==> src/rtl/fifo_param_pkg.sv <==
// Shared definitions for the parametrised FIFO: depth/count-width rules,
// read-mode constants and the status-flag bundle.
package fifo_param_pkg;

  localparam int FIFO_MODE_STD  = 0;
  localparam int FIFO_MODE_FWFT = 1;

  typedef struct packed {
    logic full;
    logic empty;
    logic almostFull;
    logic almostEmpty;
  } fifo_status_t;

  function automatic int fifoDepth(input int addrWidth);
    return 1 << addrWidth;
  endfunction

  // The count must hold DEPTH itself, so it needs one bit more than a pointer.
  function automatic int cntWidth(input int addrWidth);
    return addrWidth + 1;
  endfunction

endpackage

==> src/rtl/fifo_param_if.sv <==
// Producer/consumer-facing bundle of the FIFO: push, pop, thresholds, status and errors.
interface fifo_param_if
  import fifo_param_pkg::*;
#(
  parameter int DATA_WIDTH = 4,
  parameter int ADDR_WIDTH = 3
) ();

  logic                               wr_en;
  logic [DATA_WIDTH-1:0]              wr_data;
  logic                               rd_en;
  logic [DATA_WIDTH-1:0]              rd_data;
  logic                               rd_valid;
  logic [cntWidth(ADDR_WIDTH)-1:0]    umb_almost_full;
  logic [cntWidth(ADDR_WIDTH)-1:0]    umb_almost_empty;
  logic                               full;
  logic                               empty;
  logic                               almost_full;
  logic                               almost_empty;
  logic [cntWidth(ADDR_WIDTH)-1:0]    data_count;
  logic                               overflow_err;
  logic                               underflow_err;
  logic                               err_clr;

  modport master (
    output wr_en, wr_data, rd_en, umb_almost_full, umb_almost_empty, err_clr,
    input  rd_data, rd_valid, full, empty, almost_full, almost_empty,
           data_count, overflow_err, underflow_err
  );

  modport slave (
    input  wr_en, wr_data, rd_en, umb_almost_full, umb_almost_empty, err_clr,
    output rd_data, rd_valid, full, empty, almost_full, almost_empty,
           data_count, overflow_err, underflow_err
  );

endinterface

==> src/rtl/fifo_dp_ram.sv <==
// Storage array for the FIFO: synchronous write port, asynchronous read port.
module fifo_dp_ram #(
  parameter int DATA_WIDTH = 4,
  parameter int ADDR_WIDTH = 3
) (
  input  logic                  clk_i,
  input  logic                  we_i,
  input  logic [ADDR_WIDTH-1:0] waddr_i,
  input  logic [DATA_WIDTH-1:0] wdata_i,
  input  logic [ADDR_WIDTH-1:0] raddr_i,
  output logic [DATA_WIDTH-1:0] rdata_o
);

  logic [DATA_WIDTH-1:0] mem [2**ADDR_WIDTH];

  // Contents are never reset; the pointers alone decide which words are live.
  always_ff @(posedge clk_i) begin
    if (we_i) begin
      mem[waddr_i] <= wdata_i;
    end
  end

  assign rdata_o = mem[raddr_i];

endmodule

==> src/rtl/fifo_param.sv <==
// Parametrised synchronous FIFO with standard or first-word-fall-through reads,
// full 0..DEPTH count, threshold flags and sticky overflow/underflow errors.
module fifo_param
  import fifo_param_pkg::*;
#(
  parameter int DATA_WIDTH = 4,
  parameter int ADDR_WIDTH = 3,
  parameter int FWFT       = FIFO_MODE_STD
) (
  input  logic        clk,
  input  logic        reset,
  fifo_param_if.slave bus
);

  localparam int DEPTH = fifoDepth(ADDR_WIDTH);
  localparam int CNT_W = cntWidth(ADDR_WIDTH);

  logic [ADDR_WIDTH-1:0] wrPtr_q, wrPtr_d;
  logic [ADDR_WIDTH-1:0] rdPtr_q, rdPtr_d;
  logic [CNT_W-1:0]      count_q, count_d;
  logic                  overflow_q, overflow_d;
  logic                  underflow_q, underflow_d;
  logic                  wrOk;
  logic                  rdOk;
  logic [DATA_WIDTH-1:0] ramRdata;
  fifo_status_t          status;

  // Flags follow the registered count and the live thresholds.
  always_comb begin
    status.full        = (count_q == CNT_W'(DEPTH));
    status.empty       = (count_q == '0);
    status.almostFull  = (count_q >= bus.umb_almost_full);
    status.almostEmpty = !status.empty && (count_q <= bus.umb_almost_empty);
  end

  // A push into a full FIFO is still fine when a pop frees the slot the same edge.
  assign rdOk = bus.rd_en & ~status.empty;
  assign wrOk = bus.wr_en & (~status.full | rdOk);

  always_comb begin
    wrPtr_d     = wrPtr_q;
    rdPtr_d     = rdPtr_q;
    count_d     = count_q;
    overflow_d  = overflow_q & ~bus.err_clr;
    underflow_d = underflow_q & ~bus.err_clr;
    if (wrOk) begin
      wrPtr_d = wrPtr_q + ADDR_WIDTH'(1);
    end
    if (rdOk) begin
      rdPtr_d = rdPtr_q + ADDR_WIDTH'(1);
    end
    if (wrOk && !rdOk) begin
      count_d = count_q + CNT_W'(1);
    end else if (rdOk && !wrOk) begin
      count_d = count_q - CNT_W'(1);
    end
    if (bus.wr_en && status.full && !rdOk) begin
      overflow_d = 1'b1;
    end
    if (bus.rd_en && status.empty) begin
      underflow_d = 1'b1;
    end
  end

  always_ff @(posedge clk or posedge reset) begin
    if (reset) begin
      wrPtr_q     <= '0;
      rdPtr_q     <= '0;
      count_q     <= '0;
      overflow_q  <= 1'b0;
      underflow_q <= 1'b0;
    end else begin
      wrPtr_q     <= wrPtr_d;
      rdPtr_q     <= rdPtr_d;
      count_q     <= count_d;
      overflow_q  <= overflow_d;
      underflow_q <= underflow_d;
    end
  end

  fifo_dp_ram #(
    .DATA_WIDTH (DATA_WIDTH),
    .ADDR_WIDTH (ADDR_WIDTH)
  ) uRam (
    .clk_i   (clk),
    .we_i    (wrOk),
    .waddr_i (wrPtr_q),
    .wdata_i (bus.wr_data),
    .raddr_i (rdPtr_q),
    .rdata_o (ramRdata)
  );

  generate
    if (FWFT == FIFO_MODE_FWFT) begin : gFwft
      assign bus.rd_data  = ramRdata;
      assign bus.rd_valid = ~status.empty;
    end else begin : gStd
      logic [DATA_WIDTH-1:0] rdData_q;
      logic                  rdValid_q;

      // Popped word is captured at the accepting edge and held until the next pop.
      always_ff @(posedge clk or posedge reset) begin
        if (reset) begin
          rdData_q  <= '0;
          rdValid_q <= 1'b0;
        end else begin
          rdValid_q <= rdOk;
          if (rdOk) begin
            rdData_q <= ramRdata;
          end
        end
      end

      assign bus.rd_data  = rdData_q;
      assign bus.rd_valid = rdValid_q;
    end
  endgenerate

  assign bus.full          = status.full;
  assign bus.empty         = status.empty;
  assign bus.almost_full   = status.almostFull;
  assign bus.almost_empty  = status.almostEmpty;
  assign bus.data_count    = count_q;
  assign bus.overflow_err  = overflow_q;
  assign bus.underflow_err = underflow_q;

endmodule

==> src/flat_wrapper.sv <==
// flat-port wrapper written by rule: the top's interface ports become plain ports
module fifo_param_flat import fifo_param_pkg::*;
#(
  parameter int DATA_WIDTH = 4,
  parameter int ADDR_WIDTH = 3,
  parameter int FWFT       = FIFO_MODE_STD
)
  (clk, reset, bus_wr_en, bus_wr_data, bus_rd_en, bus_umb_almost_full, bus_umb_almost_empty, bus_err_clr, bus_rd_data, bus_rd_valid, bus_full, bus_empty, bus_almost_full, bus_almost_empty, bus_data_count, bus_overflow_err, bus_underflow_err);
  fifo_param_if #(.DATA_WIDTH(DATA_WIDTH), .ADDR_WIDTH(ADDR_WIDTH)) bus_i ();
  input  logic clk;
  input  logic reset;
  input wire logic [$bits(bus_i.wr_en)-1:0] bus_wr_en;
  input wire logic [$bits(bus_i.wr_data)-1:0] bus_wr_data;
  input wire logic [$bits(bus_i.rd_en)-1:0] bus_rd_en;
  input wire logic [$bits(bus_i.umb_almost_full)-1:0] bus_umb_almost_full;
  input wire logic [$bits(bus_i.umb_almost_empty)-1:0] bus_umb_almost_empty;
  input wire logic [$bits(bus_i.err_clr)-1:0] bus_err_clr;
  output wire logic [$bits(bus_i.rd_data)-1:0] bus_rd_data;
  output wire logic [$bits(bus_i.rd_valid)-1:0] bus_rd_valid;
  output wire logic [$bits(bus_i.full)-1:0] bus_full;
  output wire logic [$bits(bus_i.empty)-1:0] bus_empty;
  output wire logic [$bits(bus_i.almost_full)-1:0] bus_almost_full;
  output wire logic [$bits(bus_i.almost_empty)-1:0] bus_almost_empty;
  output wire logic [$bits(bus_i.data_count)-1:0] bus_data_count;
  output wire logic [$bits(bus_i.overflow_err)-1:0] bus_overflow_err;
  output wire logic [$bits(bus_i.underflow_err)-1:0] bus_underflow_err;
  assign bus_i.wr_en = bus_wr_en;
  assign bus_i.wr_data = bus_wr_data;
  assign bus_i.rd_en = bus_rd_en;
  assign bus_i.umb_almost_full = bus_umb_almost_full;
  assign bus_i.umb_almost_empty = bus_umb_almost_empty;
  assign bus_i.err_clr = bus_err_clr;
  assign bus_rd_data = bus_i.rd_data;
  assign bus_rd_valid = bus_i.rd_valid;
  assign bus_full = bus_i.full;
  assign bus_empty = bus_i.empty;
  assign bus_almost_full = bus_i.almost_full;
  assign bus_almost_empty = bus_i.almost_empty;
  assign bus_data_count = bus_i.data_count;
  assign bus_overflow_err = bus_i.overflow_err;
  assign bus_underflow_err = bus_i.underflow_err;
  fifo_param #(.DATA_WIDTH(DATA_WIDTH), .ADDR_WIDTH(ADDR_WIDTH), .FWFT(FWFT)) u_core (.clk(clk), .reset(reset), .bus(bus_i));
endmodule
==> config.mk <==
export PLATFORM = sky130hd
export DESIGN_NAME = fifo_param_flat
export DESIGN_NICKNAME = d
export VERILOG_FILES = /design/src/rtl/fifo_param_pkg.sv /design/src/rtl/fifo_param_if.sv /design/src/rtl/fifo_dp_ram.sv /design/src/rtl/fifo_param.sv /design/src/flat_wrapper.sv
export SDC_FILE = /design/constraint.sdc
export NUM_CORES = 1
export LEC_CHECK = 0
export ABC_AREA = 1
export CAP_MARGIN = 30
export CORE_MARGIN = 10
export CORE_UTILIZATION = 45
export CTS_CLUSTER_SIZE = 12
export DETAILED_ROUTE_END_ITERATION = 10
export PLACE_DENSITY = 0.7
export SLEW_MARGIN = 25
export SYNTH_ARGS = -nofsm -noshare
export SYNTH_HDL_FRONTEND = slang
export SYNTH_SLANG_ARGS = --single-unit
export TNS_END_PERCENT = 50
==> constraint.sdc <==
create_clock -name clk -period 1.8 [get_ports clk]
set_input_delay 0.54 -clock clk [delete_from_list [all_inputs] [get_ports clk]]
set_output_delay 0.54 -clock clk [all_outputs]
set_load 0.01 [all_outputs]
== Word level (Yosys, flattened, before mapping) ==
Memory sizes are Yosys's and may differ from the RTL's. A register that Yosys moved wholly into a read port is not among the register bits.
Index checks and enable logic that the tools add are counted.

* $add $sub $neg: 4
* Multipliers: 0
* Div/mod/pow operators: 0
* Order comparisons: 2
* Equal/unequal tests: 1
* Shift operators: 0
* Muxes and demuxes: 6
* Bitwise logic cells: 8
* Reductions and logical operators: 11

{| class="wikitable"
|+ Operators by type and width
! cell !! count
|-
| two-way mux 4 bit || 2
|-
| adder 3 x 1 -> 3 bit, second input constant || 2
|-
| logical AND 1 bit || 6
|-
| adder 4 x 1 -> 4 bit, second input constant || 1
|-
| AND 1 bit || 4
|-
| equality test 4 bit, second input constant || 1
|-
| >= comparator 4 bit || 1
|-
| <= comparator 4 bit || 1
|-
| zero test 4 bit || 1
|-
| two-way mux 1 bit || 4
|-
| subtractor 4 x 1 -> 4 bit, second input constant || 1
|-
| zero test 1 bit || 3
|-
| inverter 1 bit || 3
|-
| nonzero test 2 bit || 1
|-
| bitwise OR 1 bit || 1
|}

* Register bits after elaboration: 13
* Bits in latches: 0
* Memory bits (writable): 32
* Bits in read-only memories: 0
* Bits of input ports: 17
* Output and inout port bits: 15
* Logic and storage cells: 39
* Memories: 1

{| class="wikitable"
|+ Memories
! memory !! depth !! width !! rd ports !! clocked after Yosys merged registers in !! wr ports !! RTL line !! RTL
|-
| u_core.uRam.mem || 8 || 4 || 1 || 1 || 1 || fifo_dp_ram.sv:14 || <nowiki>logic [DATA_WIDTH-1:0] mem [2**ADDR_WIDTH];</nowiki>
|}

== Logic depth before layout (Yosys ltp) ==
* Depth after elaboration: 9
* Mapped depth: 14
* Gate-level depth less buffers: 14

== Modules after synthesis ==
A second synthesis with hierarchy kept.

* Cells, all modules: 286
* Area total of the unflattened synthesis: 2593.7 µm²

{| class="wikitable"
|+ By module, submodules not included
! module !! times used !! cells each !! area each (µm²) !! sequential area each (µm²)
|-
| fifo_dp_ram || 1 || 156 || 1487.7 || 960.9
|-
| fifo_param || 1 || 130 || 1106.1 || 425.4
|}

== Worst setup path before layout ==
OpenSTA, ideal clock, no wires.

* Path type: register to register
* From: reg u_core.count_q[0] (netlist: u_core.bus.data_count[0])
* To: reg u_core.count_q[3] (netlist: u_core.bus.data_count[3])
* Setup time: 116 ps
* Arrival time: 1958 ps
* Data required time: 1684 ps
* Slack: -274 ps
* Cell stages (with the launch flop): 13
* Path buffers: 0
* Clock period less this slack: 2074 ps
* Cells stage by stage: dfrtp_1 -> nor2_2 -> nand4_2 -> nand2_2 -> inv_2 -> ha_1 -> inv_1 -> ha_1 -> or2_2 -> nand3_1 -> nand2_1 -> nand2_1 -> nand2_1

* Cells in the longest elaborated chain, start to end: 8
* Elaborated cells on any way between the ends: 16
* Those cells by class: 2 x add/sub; 1 x eq/ne; 2 x mux; 5 x bitwise; 6 x reduce/logical

{| class="wikitable"
|+ Ends and longest elaborated chain
! what !! RTL line !! RTL
|-
| start, declared || fifo_param.sv:20 || <nowiki>logic [CNT_W-1:0] count_q, count_d;</nowiki>
|-
| start signal, assigned || fifo_param.sv:75 || <nowiki>count_q <= count_d;</nowiki>
|-
| zero test 4 bit || fifo_param.sv:31 || <nowiki>status.empty = (count_q == '0);</nowiki>
|-
| inverter 1 bit || fifo_param.sv:37 || <nowiki>assign rdOk = bus.rd_en & ~status.empty;</nowiki>
|-
| AND 1 bit || fifo_param.sv:37 ||
|-
| bitwise OR 1 bit (*) || fifo_param.sv:38 || <nowiki>assign wrOk = bus.wr_en & (~status.full | rdOk);</nowiki>
|-
| AND 1 bit (*) || fifo_param.sv:38 ||
|-
| via u_core.uRam.we_i || fifo_dp_ram.sv:7 || <nowiki>input logic we_i,</nowiki>
|-
| zero test 1 bit || fifo_param.sv:54 || <nowiki>end else if (rdOk && !wrOk) begin</nowiki>
|-
| logical AND 1 bit || fifo_param.sv:54 ||
|-
| nonzero test 2 bit (no source line) || -- ||
|}

The timed path passes the listed nets; every way through them passes the cells marked *. The select of a mux whose other input is x is not followed.
A chain may end at the register's enable or synchronous reset.

== Final worst setup path ==
* From: reg u_core.count_q[1] (netlist: u_core.bus.data_count[1])
* To: out bus_almost_empty

* Cells in the longest elaborated chain, start to end: 3
* Elaborated cells on any way between the ends: 4
* Those cells by class: 1 x order compare; 3 x reduce/logical

{| class="wikitable"
|+ Ends and longest elaborated chain
! what !! RTL line !! RTL
|-
| parallel branches: the longest is 2 deep, another holds <= comparator 4 bit || -- ||
|-
| logical AND 1 bit (*) || fifo_param.sv:33 || <nowiki>status.almostEmpty = !status.empty && (count_q <= bus.umb_almost_empty);</nowiki>
|-
| end, declared || flat_wrapper.sv:23 || <nowiki>output wire logic [$bits(bus_i.almost_empty)-1:0] bus_almost_empty;</nowiki>
|}

Mark *: on every way between the ends.

==> metrics.cfg <==
[worst_hold_path]
hold_class=flop to flop
min_delay_path_depth=2

[floorplan]
rows=26
core_area_um2=5170
die_x_um=93.6
die_y_um=93.6
dieArea_um2=8760
initial_core_util=0.471
ios=32

[placed_design]
gp_congestion=0.868
port_buffers=31
placedCellCount=375
dp_hpwl_um=3830

[timing]
period_needed_ns=2.06
setup_tns_ns=-1.44
maxSlewViolCount=0
grt_setup_unrepaired=yes
worst_slew_pin_slew_ns=0.310
finalCritPeriodShare=1.14
setup_slack_ns=-0.256
fin_skew_ns=0.0126
slew_headroom=0.792
setup_violations=7
final-hold-violation-count=0
fmax_mhz=486

[global_route]
grt_pass1_wl_um=8590
grt_usage=0.123
first_global_vias=1856
antenna_found_initial=0
gr-total-overflow=0
grt_max_degree=18

[outcome]
failed_checks=negative setup slack
status=finished, violations left

[yosys]
netlist_area_um2=2440
synth_cells=258
ys_types=29
syn_area_per_cell_um2=9.45
syn-num-nets=289
ys_seq_elements=49
synth.yosys.seq_area_share=0.569
ys_warn_count=0

[setup_path]
crit_type=flop to primary output
slowest_stage=dfrtp_2
critPathCaptureType=primary output
slowest_delay_ns=0.42
crit_required_ns=1.26
startpoint_type=flop
rr_worst_depth=11
crit_chain=buf_6 > ha_4 > a21oi_2 > o21ai_1 > a21oi_1 > buf_2
worstPathArrival_ns=1.52
critical_path.max_fanout=2

[cts]
clkLatencyLatePin_ns=0.30
cts_tree=built
cts_buffers=5
path_clk_slew_ns=0.08
h-tree-depth=2
postCtsHoldBufs=0
cts_sinks=49
clk_path_buf_depth=2
ctsRootBufferMaster=clkbuf_8

[detailed_routing]
post_drt_wl_per_cell_um=13.8
initialDrtViolationCount=69
dr.pass1.iters=4
viasPerCell=4.72
drt_wl_total_um=5480
vias=1875
ant_nets=0
drc=0

[finish]
final_cells=397
drive_gt1_frac=0.284
fin_nets=357
antenna_cells=0
area_delta_synth_final_pct=37.9

[pwr]
vdd.ir_drop.worst_mv=1.04
power.density_nw_per_um2=1520
cellLeakagePower_uw=0.00156

[flow_run]
maxCapViolCount=0

per-stage QoR:
stage / worst slack (ns) / instance area [µm²] / hold slack [ns] / util / power (µW)
2_1_floorplan: -0.0237 / 2480 / 0.466 / - / 3050
3_3_place_gp: -0.962 / 3000 / 0.465 / 0.581 / 3860
3_5_place_dp: -1.01 / 3000 / 0.468 / 0.581 / 3920
4_1_cts: -0.272 / 3290 / 0.490 / 0.637 / 4960
5_1_grt: -0.371 / 3360 / 0.528 / 0.650 / 5500
6_report: -0.256 / 3360 / 0.482 / 0.650 / 5090
repair_timing:
action / in CTS / in global routing
pin swaps: 19 / 14
resized for setup: 66 / 14
setup buffers: 12 / 3
cloned: 0 / 0
endpoints found under the setup margin: 28 / 33
endpoints found under the hold margin: 0 / 0
final cells by class:
cell class | count | area [µm²]
Timing Repair Buffer | 65 | 577
Inverter | 51 | 204
Tap cell | 70 | 87.6
Clock buffer | 7 | 86.3
Sequential cell | 49 | 1390
Clock inverter | 1 | 7.51
Multi-Input combinational cell | 154 | 1010
Fill cell | 405 | 1810
path summary, 6_finish.rpt:
check / startpoint / end / slack [ns]
max: u_core.bus.data_count[1]$_DFFE_PP0P_ / bus_almost_empty / -0.26
min: u_core.bus.rd_data[1]$_DFFE_PP0N_ / u_core.bus.rd_data[1]$_DFFE_PP0N_ / 0.48
max reg2reg: u_core.bus.data_count[1]$_DFFE_PP0P_ / u_core.bus.data_count[2]$_DFFE_PP0P_ / -0.25
min reg2reg: u_core.bus.rd_data[1]$_DFFE_PP0N_ / u_core.bus.rd_data[1]$_DFFE_PP0N_ / 0.48
max in group asynchronous: reset / u_core.bus.data_count[2]$_DFFE_PP0P_ / 1.03
min in group asynchronous: reset / u_core.rdPtr_q[2]$_DFFE_PP0N_ / 0.54
state kept, by name, indices dropped and copies added, names as in the netlist:
signal                    cells
u_core.wrPtr_q                3
u_core.bus.underflow_err      1
u_core.uRam.mem              32
u_core.rdPtr_q                3
u_core.bus.rd_data            4
u_core.bus.data_count         4
u_core.bus.rd_valid           1
u_core.bus.overflow_err       1
cells in the mapped netlist:
cell type,count,share of area
edfxtp_1,32,0.39
o22ai_1,2,0.0051
nand2_1,76,0.12
buf_2,2,0.0041
fa_1,1,0.0082
nand2_2,1,0.0026
or2_2,1,0.0026
nand2_4,1,0.0046
xnor2_1,2,0.0072
inv_4,1,0.0026
o211ai_1,1,0.0031
nor4_1,1,0.0026
nand3_2,1,0.0041
xor2_1,1,0.0036
nand4_2,1,0.0051
nor2_1,6,0.0092
inv_1,46,0.071
nand3_1,29,0.060
dfrtp_1,17,0.17
or2_4,1,0.0036
clkinv_1,1,0.0015
a21oi_1,4,0.0082
o21ai_1,2,0.0041
o21ai_0,3,0.0062
nand4_1,2,0.0051
buf_4,2,0.0062
inv_2,3,0.0046
nor2_2,5,0.013
ha_1,13,0.067
layer usage:
| metal | wire length, µm | vias up | share of wire | global-route usage |
|---|---|---|---|---|
| li1 | - | 958 | - | - |
| met1 | 2290 | 881 | 0.42 | 0.135 |
| met2 | 2930 | 28 | 0.53 | 0.227 |
| met3 | 179 | 8 | 0.033 | 0.0320 |
| met4 | 80 | 0 | 0.015 | 0.0367 |
| met5 | 0 | - | 0 | 0 |
power by group:
| group | internal (µW) | switching, µW | leakage, µW |
|---|---|---|---|
| clock | 312 | 349 | 0.0000445 |
| combinational | 1310 | 1420 | 0.00101 |
| sequential | 1480 | 218 | 0.000496 |
cell usage in the layout, fill, tap and decap left out, types with 2 or more instances in the layout:
| master | instances |
|---|---|
| nand2_1 | 72 |
| inv_1 | 37 |
| edfxtp_1 | 32 |
| nand3_1 | 27 |
| buf_4 | 24 |
| dfrtp_1 | 14 |
| clkdlybuf4s50_1 | 13 |
| dlygate4sd2_1 | 12 |
| buf_6 | 11 |
| inv_2 | 9 |
| ha_4 | 7 |
| nor2_1 | 6 |
| clkbuf_8 | 6 |
| nor2_4 | 5 |
| nand2_2 | 5 |
| o21ai_1 | 4 |
| ha_1 | 4 |
| inv_4 | 3 |
| nand3_2 | 3 |
| a21oi_2 | 3 |
| buf_2 | 3 |
| dfrtp_2 | 3 |
| or2_4 | 2 |
| nand4_1 | 2 |
| o22ai_1 | 2 |
| ha_2 | 2 |
cells by family (layout without fill, tap and decap cells):
family,after synthesis,in the layout,share of synthesized area
adder cells (fa/ha/maj),14,14,0.0750
AND/OR/NAND/NOR,125,125,0.229
flip-flops,49,49,0.569
AO/OA/AOI/OAI,12,12,0.0267
XOR/XNOR,3,3,0.0108
buffers and inverters,55,124,0.0898
worst max-delay path: cells and delay by family (launching register included):
kind,cells,cell delay (ns)
DFF,1,0.42
adders and majority gates,1,0.21
buffers and inverters,2,0.29
AOI/OAI and AO/OA,3,0.31
Power figures use the tool's default switching activity.
